### src/rtl/i2d_core_defines.sv
// Shared i2d core definitions: bus widths, instruction layout, opcodes and MAU types.
package i2d_core_defines;

    typedef logic [31:0] addr_t;
    typedef logic [31:0] data_t;
    typedef logic [7:0]  opcode_t;

    localparam opcode_t OPCODE_NOP = 8'h00;
    localparam opcode_t OPCODE_LD  = 8'h10;
    localparam opcode_t OPCODE_ST  = 8'h11;

    typedef struct packed {
        opcode_t     opcode;
        logic [23:0] operand;
    } instr_t;

    typedef enum logic [1:0] {
        IDLE  = 2'd0,
        REQ   = 2'd1,
        ABORT = 2'd2,
        DONE  = 2'd3
    } mau_state_t;

    localparam logic [1:0] MAU_EXC_NONE  = 2'd0;
    localparam logic [1:0] MAU_EXC_BUS   = 2'd1;
    localparam logic [1:0] MAU_EXC_ALIGN = 2'd2;

    function automatic logic is_mem_op(input opcode_t op);
        return (op == OPCODE_LD) || (op == OPCODE_ST);
    endfunction

endpackage

### src/rtl/core_mau_if.sv
// Word-wide data bus between the MAU (master) and memory (slave); req/addr/data held until ack or err.
interface core_mau_if;
    import i2d_core_defines::*;

    logic  req;
    logic  we;
    addr_t addr;
    data_t wdata;
    logic  ack;
    logic  err;
    data_t rdata;

    modport master (output req, we, addr, wdata, input ack, err, rdata);
    modport slave  (input req, we, addr, wdata, output ack, err, rdata);
endinterface

### src/rtl/core_mau.sv
// Memory access unit: one bus transaction per LD/ST in EX, halting the pipeline until it finishes.
// Optional I2D_MAU_ALIGN_CHECK_EN raises an alignment fault instead of issuing misaligned requests.
module core_mau
    import i2d_core_defines::*;
(
    input  logic        clk,
    input  logic        rst,
    input  instr_t      ex_instr,
    input  logic        ex_flush,
    input  addr_t       mem_addr,
    input  data_t       st_data,
    core_mau_if.master  dbus,
    output data_t       mau_data,
    output logic        mau_halt,
    output logic        mau_exc,
    output logic [1:0]  mau_exc_cause,
    output addr_t       mau_exc_addr
);

    mau_state_t state, state_nxt;

    logic       mem_op;
    logic       is_st;
    logic       term;
    logic       misalign;
    addr_t      bus_addr;
    logic       unused_bits;

    logic       req_nxt, we_nxt, exc_nxt;
    addr_t      addr_nxt, exc_addr_nxt;
    data_t      wdata_nxt, data_nxt;
    logic [1:0] cause_nxt;

    assign mem_op = is_mem_op(ex_instr.opcode);
    assign is_st  = (ex_instr.opcode == OPCODE_ST);
    // err shares the terminating role of ack and takes precedence over it
    assign term   = dbus.ack | dbus.err;

`ifdef I2D_MAU_ALIGN_CHECK_EN
    assign misalign    = |mem_addr[1:0];
    assign bus_addr    = mem_addr;
    assign unused_bits = ^ex_instr.operand;
`else
    assign misalign    = 1'b0;
    assign bus_addr    = {mem_addr[31:2], 2'b00};
    assign unused_bits = ^{ex_instr.operand, mem_addr[1:0]};
`endif

    always_ff @(posedge clk or negedge rst) begin
        if (!rst) state <= IDLE;
        else      state <= state_nxt;
    end

    always_comb begin
        state_nxt = state;
        case (state)
            IDLE:  if (mem_op && !ex_flush) state_nxt = misalign ? DONE : REQ;
            REQ: begin
                if (term)          state_nxt = ex_flush ? IDLE : DONE;
                else if (ex_flush) state_nxt = ABORT;
            end
            ABORT: if (term) state_nxt = IDLE;
            DONE:  state_nxt = IDLE;
            default: state_nxt = IDLE;
        endcase
    end

    always_comb begin
        req_nxt      = dbus.req;
        we_nxt       = dbus.we;
        addr_nxt     = dbus.addr;
        wdata_nxt    = dbus.wdata;
        data_nxt     = mau_data;
        exc_nxt      = mau_exc;
        cause_nxt    = mau_exc_cause;
        exc_addr_nxt = mau_exc_addr;
        case (state)
            IDLE: begin
                if (mem_op && !ex_flush) begin
                    if (misalign) begin
                        exc_nxt      = 1'b1;
                        cause_nxt    = MAU_EXC_ALIGN;
                        exc_addr_nxt = mem_addr;
                    end else begin
                        req_nxt   = 1'b1;
                        we_nxt    = is_st;
                        addr_nxt  = bus_addr;
                        wdata_nxt = st_data;
                    end
                end
            end
            REQ: begin
                if (term) begin
                    req_nxt = 1'b0;
                    // a flushed instruction still completes on the bus but leaves no trace
                    if (!ex_flush) begin
                        if (dbus.err) begin
                            exc_nxt      = 1'b1;
                            cause_nxt    = MAU_EXC_BUS;
                            exc_addr_nxt = dbus.addr;
                        end else if (!dbus.we) begin
                            data_nxt = dbus.rdata;
                        end
                    end
                end
            end
            ABORT: if (term) req_nxt = 1'b0;
            DONE: begin
                exc_nxt   = 1'b0;
                cause_nxt = MAU_EXC_NONE;
            end
            default: ;
        endcase
    end

    assign mau_halt = (mem_op && (state != DONE) && !ex_flush) || (state == ABORT);

    always_ff @(posedge clk or negedge rst) begin
        if (!rst) begin
            dbus.req      <= 1'b0;
            dbus.we       <= 1'b0;
            dbus.addr     <= '0;
            dbus.wdata    <= '0;
            mau_data      <= '0;
            mau_exc       <= 1'b0;
            mau_exc_cause <= MAU_EXC_NONE;
            mau_exc_addr  <= '0;
        end else begin
            dbus.req      <= req_nxt;
            dbus.we       <= we_nxt;
            dbus.addr     <= addr_nxt;
            dbus.wdata    <= wdata_nxt;
            mau_data      <= data_nxt;
            mau_exc       <= exc_nxt;
            mau_exc_cause <= cause_nxt;
            mau_exc_addr  <= exc_addr_nxt;
        end
    end

endmodule
### src/flat_wrapper.sv
// flat-port wrapper written by rule: the top's interface ports become plain ports
module core_mau_flat import i2d_core_defines::*;
  (clk, rst, ex_instr, ex_flush, mem_addr, st_data, mau_data, mau_halt, mau_exc, mau_exc_cause, mau_exc_addr, dbus_req, dbus_we, dbus_addr, dbus_wdata, dbus_ack, dbus_err, dbus_rdata);
  core_mau_if dbus_i ();
  input  logic clk;
  input  logic rst;
  input  instr_t ex_instr;
  input  logic ex_flush;
  input  addr_t mem_addr;
  input  data_t st_data;
  output data_t mau_data;
  output logic mau_halt;
  output logic mau_exc;
  output logic [1:0] mau_exc_cause;
  output addr_t mau_exc_addr;
  output wire logic [$bits(dbus_i.req)-1:0] dbus_req;
  output wire logic [$bits(dbus_i.we)-1:0] dbus_we;
  output wire logic [$bits(dbus_i.addr)-1:0] dbus_addr;
  output wire logic [$bits(dbus_i.wdata)-1:0] dbus_wdata;
  input wire logic [$bits(dbus_i.ack)-1:0] dbus_ack;
  input wire logic [$bits(dbus_i.err)-1:0] dbus_err;
  input wire logic [$bits(dbus_i.rdata)-1:0] dbus_rdata;
  assign dbus_req = dbus_i.req;
  assign dbus_we = dbus_i.we;
  assign dbus_addr = dbus_i.addr;
  assign dbus_wdata = dbus_i.wdata;
  assign dbus_i.ack = dbus_ack;
  assign dbus_i.err = dbus_err;
  assign dbus_i.rdata = dbus_rdata;
  core_mau u_core (.clk(clk), .rst(rst), .ex_instr(ex_instr), .ex_flush(ex_flush), .mem_addr(mem_addr), .st_data(st_data), .dbus(dbus_i), .mau_data(mau_data), .mau_halt(mau_halt), .mau_exc(mau_exc), .mau_exc_cause(mau_exc_cause), .mau_exc_addr(mau_exc_addr));
endmodule
### config.mk
export PLATFORM = sky130hd
export DESIGN_NAME = core_mau_flat
export DESIGN_NICKNAME = d
export VERILOG_FILES = /design/src/rtl/i2d_core_defines.sv /design/src/rtl/core_mau_if.sv /design/src/rtl/core_mau.sv /design/src/flat_wrapper.sv
export SDC_FILE = /design/constraint.sdc
export NUM_CORES = 1
export LEC_CHECK = 0
export CAP_MARGIN = 15
export CORE_UTILIZATION = 36
export DETAILED_ROUTE_END_ITERATION = 10
export PLACE_DENSITY = 0.76
export SLEW_MARGIN = 20
export SYNTH_ARGS = -nofsm -noshare
export SYNTH_HDL_FRONTEND = slang
export SYNTH_SLANG_ARGS = --single-unit
### constraint.sdc
create_clock -name clk -period 1.7 [get_ports clk]
set_clock_uncertainty 0.15 [all_clocks]
set_input_delay 0.34 -clock clk [delete_from_list [all_inputs] [get_ports clk]]
set_output_delay 0.34 -clock clk [all_outputs]
set_load 0.01 [all_outputs]
==> results <==
- The flow ran to the end, but the final reports show violations.
- The checks that failed: setup timing.
- Including well taps, the total number of placed cells is 729.
- The core region is 14,000 sq um.
- The initial cell density of the core is 37.4%.
- The number of antenna violations at the first check in global routing came to 0.
- The primary flip-flop cell chosen by synthesis mapping is sky130_fd_sc_hd__dfrtp_1.
- The cell area that synthesis handed to floorplanning was 5260 sq um.
- The layout overhead on the synthesized area is 69.9%.
- The floorplan die height is 123 um.
- The number of synthesized flops with an enable pin is 0.
- At the end of the flow the core is filled with cells to 63.6%.
- The first routing iteration left 73 violations.
- The post-detailed-route via-to-cell ratio is 4.62.
- The number of global-route vias before repair came to 4,107.
- For this run, the total global-route usage over all layers was measured as 20.0%.
- Broken down by cell family, the worst path's largest delay share belongs to flip-flops.
- For this design the static power due to leakage is 4.85 nW.
- The signal on the critical path passes through inv_4 > ha_4 > and2b_4 > nand3_4 > clkbuf_16 > mux2_4.
- The register-to-register setup slack is -0.15 ns.
- In the final layout, the share of cells above drive strength 1 is 35.3%.
- After filler insertion, the fill cell instance count of the layout stands at 1,058.
- Detailed placement ended at an HPWL of 9410 um.
- The root buffer cell chosen for the clock tree is sky130_fd_sc_hd__clkbuf_16.
- The count of max-cap constraint violations is 0.
- The final weighted congestion of routability-driven global placement is 0.738.
- Counting along the longest clock path gives a buffer depth of 2.
- Counting buffers and inverters, the worst setup path is 6 cells deep.
- The launching element type of the critical path is a register.
- TritonCTS built the clock tree.
- The clock transition at the register clock pins on the worst setup and hold paths after CTS is 0.05 ns.
- After detailed routing, the total wire length is 14,700 um.
- The maximum resistive drop on vdd is 0.000705 V.
- The synthesis warning total is 0.
- The max-slew violation total from the final report is 0.
- Synthesis instantiated 26 different standard cells from the library.
- For this design, the sink count on the clock tree is 129.
- Global routing finished with a remaining overflow of 0.
- In this run the power density over the cells is 1210 nW/um^2.
- The endpoint identified for the worst register-to-register timing path is u_core.mau_data[24].
- The final critical path takes up 109% of the cycle.
- The async set or reset register ratio after synthesis is 100%.
- Entering global routing, the biggest net connects 47 pins.
- Setup violations remaining at the end of the flow were counted as 122.
- Static timing analysis puts the maximum clock frequency at 540 MHz.
- The instance count of the mapped netlist is 307.
- The type of the worst min-delay path is input pin to asynchronous set/reset pin.
- Together, buffers and inverters on the worst path number 2.
- The design area is 8930 sq um.
- The startpoint identified for the worst register-to-register timing path is u_core.state[1].
- Buffers placed on the I/O ports in this run total 235.
- The level count of the clock H-tree is 4.
- The share of the Yosys chip area taken by registers is 61.4%.
- Setup repair after global routing could not meet its margin everywhere.
- The first TritonRoute pass finished after 4 iterations.
- A synthesized cell averages 17.1 sq um.
- The instance area at placement is 7970 sq um.
- The cell with the largest stage delay on the worst path is sky130_fd_sc_hd__dfrtp_2.
- STA classifies the critical path endpoint as a register.
- The horizontal die dimension is 123 um.
- The total count of hold-check failures in the final report is 0.
- The detailed router placed 3,624 vias in this run.
- The die covers 15,100 sq um.
- The finished layout holds 784 standard cells, fillers aside.
- The largest stage delay on the critical path is 0.45 ns.
- The post-layout minimum cycle time is 1.85 ns.
- The wire length of the first global-routing pass is 22,100 um.
- The floorplan has 43 rows.
- The net total in the final layout is 728.
- 267 I/O pins were placed.
- The count of cells along the worst register-to-register path is 6.
- The clock buffer count from CTS is 17.
- The final setup slack of the worst path is -0.153 ns.
- The critical path start-end classification is register to register.
- Dividing the detail-routed wire length by the instance count gives 18.7 um.
- The remaining routing DRC violations is 0.
- The detail route stage leaves a number of antenna-violating nets equal to 0.
- The repair_antennas step left the layout with diodes totalling 0.
- The clock latency on the worst-skew pair is 0.41 ns.
- The most critical setup path has its endpoint at u_core.mau_data[24].
- The launching element of the worst setup path is u_core.state[1].
- The number of flip-flops and latches in the synthesized netlist is 129.
- For the worst setup path, the data required time is 1.84 ns.
- The signal arrival time at the worst endpoint is 1.99 ns.
- The biggest fanout along the worst timing path is 8.
cell families (layout without fill, tap and decap cells):
logic type	count (synthesis)	in the layout	share of synthesized area, %
AO/OA/AOI/OAI	10	10	1.21
adder cells (fa/ha/maj)	4	4	0.952
buffers and inverters	22	315	3.00
flip-flops	129	129	61.4
multiplexers	127	127	31.4
other	1	5	0.0713
AND/OR/NAND/NOR	14	14	1.98
metrics by stage:
stage          hold WS, ns  power [W]  TNS, ns  setup slack, ns
2_1_floorplan       -0.106    0.00537   -0.947          -0.0217
3_3_place_gp         0.117    0.00722   -61.04           -0.674
3_5_place_dp         0.126    0.00733   -64.33           -0.699
4_1_cts              0.235     0.0107   -11.22           -0.158
5_1_grt              0.265     0.0114   -14.17           -0.196
6_report             0.230     0.0108    -7.03           -0.153
per-layer routing:
| layer | global-route usage, % | share of wire, % |
|---|---|---|
| met4 | 8.38 | 2.0 |
| met2 | 34.7 | 53 |
| met3 | 5.95 | 7.0 |
| met5 | 0 | 0 |
| met1 | 22.9 | 38 |
flip-flops by register name, summed over array words and instances, names as in the netlist:
register	flops
u_core.dbus.addr	30
u_core.dbus.req	1
u_core.dbus.we	1
u_core.mau_data	32
u_core.mau_exc_cause	1
u_core.state	2
u_core.dbus.wdata	32
u_core.mau_exc_addr	30
timing repair:
action,4_1_cts,5_1_grt
pin swaps,5,2
cloned,10,2
setup buffers,14,3
resized for setup,181,21
endpoints found under the hold margin,18,0
endpoints found under the setup margin,257,129
hold buffers,1,0
Yosys cell counts, types with 2 or more instances:
master / n / area share, %
sky130_fd_sc_hd__dfrtp_1: 129 / 61
sky130_fd_sc_hd__o21ai_0: 3 / 0.29
sky130_fd_sc_hd__a21oi_1: 2 / 0.19
sky130_fd_sc_hd__nor2_1: 2 / 0.14
sky130_fd_sc_hd__buf_4: 6 / 0.86
sky130_fd_sc_hd__mux2i_1: 2 / 0.38
sky130_fd_sc_hd__ha_1: 4 / 0.95
sky130_fd_sc_hd__mux2_4: 59 / 17
sky130_fd_sc_hd__nand2_1: 5 / 0.36
sky130_fd_sc_hd__inv_1: 4 / 0.29
sky130_fd_sc_hd__buf_6: 6 / 1.3
sky130_fd_sc_hd__buf_2: 6 / 0.57
sky130_fd_sc_hd__mux2_2: 66 / 14
layout make-up:
class	instances	area, sq um	area share (%)
clock buffers	27	503	5.63
clock inverters	5	75.1	0.841
inverters	4	20.0	0.224
multi-input cells	160	2040	22.8
flip-flops and latches	129	3230	36.2
well taps	180	225	2.52
repair buffers	279	2840	31.8
how the worst min path moves through the flow:
stage / startpoint / endpoint / slack (ns)
after floorplan: rst / u_core.dbus.addr[10] / -0.11
after global placement: rst / u_core.dbus.wdata[30] / 0.12
after detailed placement: rst / u_core.dbus.wdata[30] / 0.13
after CTS: rst / u_core.dbus.addr[3] / 0.24
after global routing: rst / u_core.dbus.addr[10] / 0.26
final: rst / u_core.dbus.addr[3] / 0.23
power breakdown:
| part | leakage [nW] | internal, W | total, W | switching, W |
|---|---|---|---|---|
| combinational | 2.85 | 0.00189 | 0.00318 | 0.00129 |
| clock | 0.285 | 0.00231 | 0.00356 | 0.00125 |
| sequential | 1.72 | 0.00373 | 0.00411 | 0.000377 |
| total | 4.85 | 0.00793 | 0.0108 | 0.00292 |
cells in the final DEF (no fill, tap or decap), types with 4 or more instances in the layout:
cell                              instances
sky130_fd_sc_hd__dlygate4sd2_1          134
sky130_fd_sc_hd__dfrtp_1                126
sky130_fd_sc_hd__clkdlybuf4s50_1         97
sky130_fd_sc_hd__mux2_4                  75
sky130_fd_sc_hd__mux2_2                  50
sky130_fd_sc_hd__clkbuf_16               19
sky130_fd_sc_hd__buf_4                   18
sky130_fd_sc_hd__buf_12                  11
sky130_fd_sc_hd__clkbuf_1                 6
sky130_fd_sc_hd__buf_16                   6
sky130_fd_sc_hd__conb_1                   5
sky130_fd_sc_hd__nand2_1                  4
sky130_fd_sc_hd__clkbuf_8                 4
sky130_fd_sc_hd__buf_6                    4
Power figures use the tool's default switching activity.
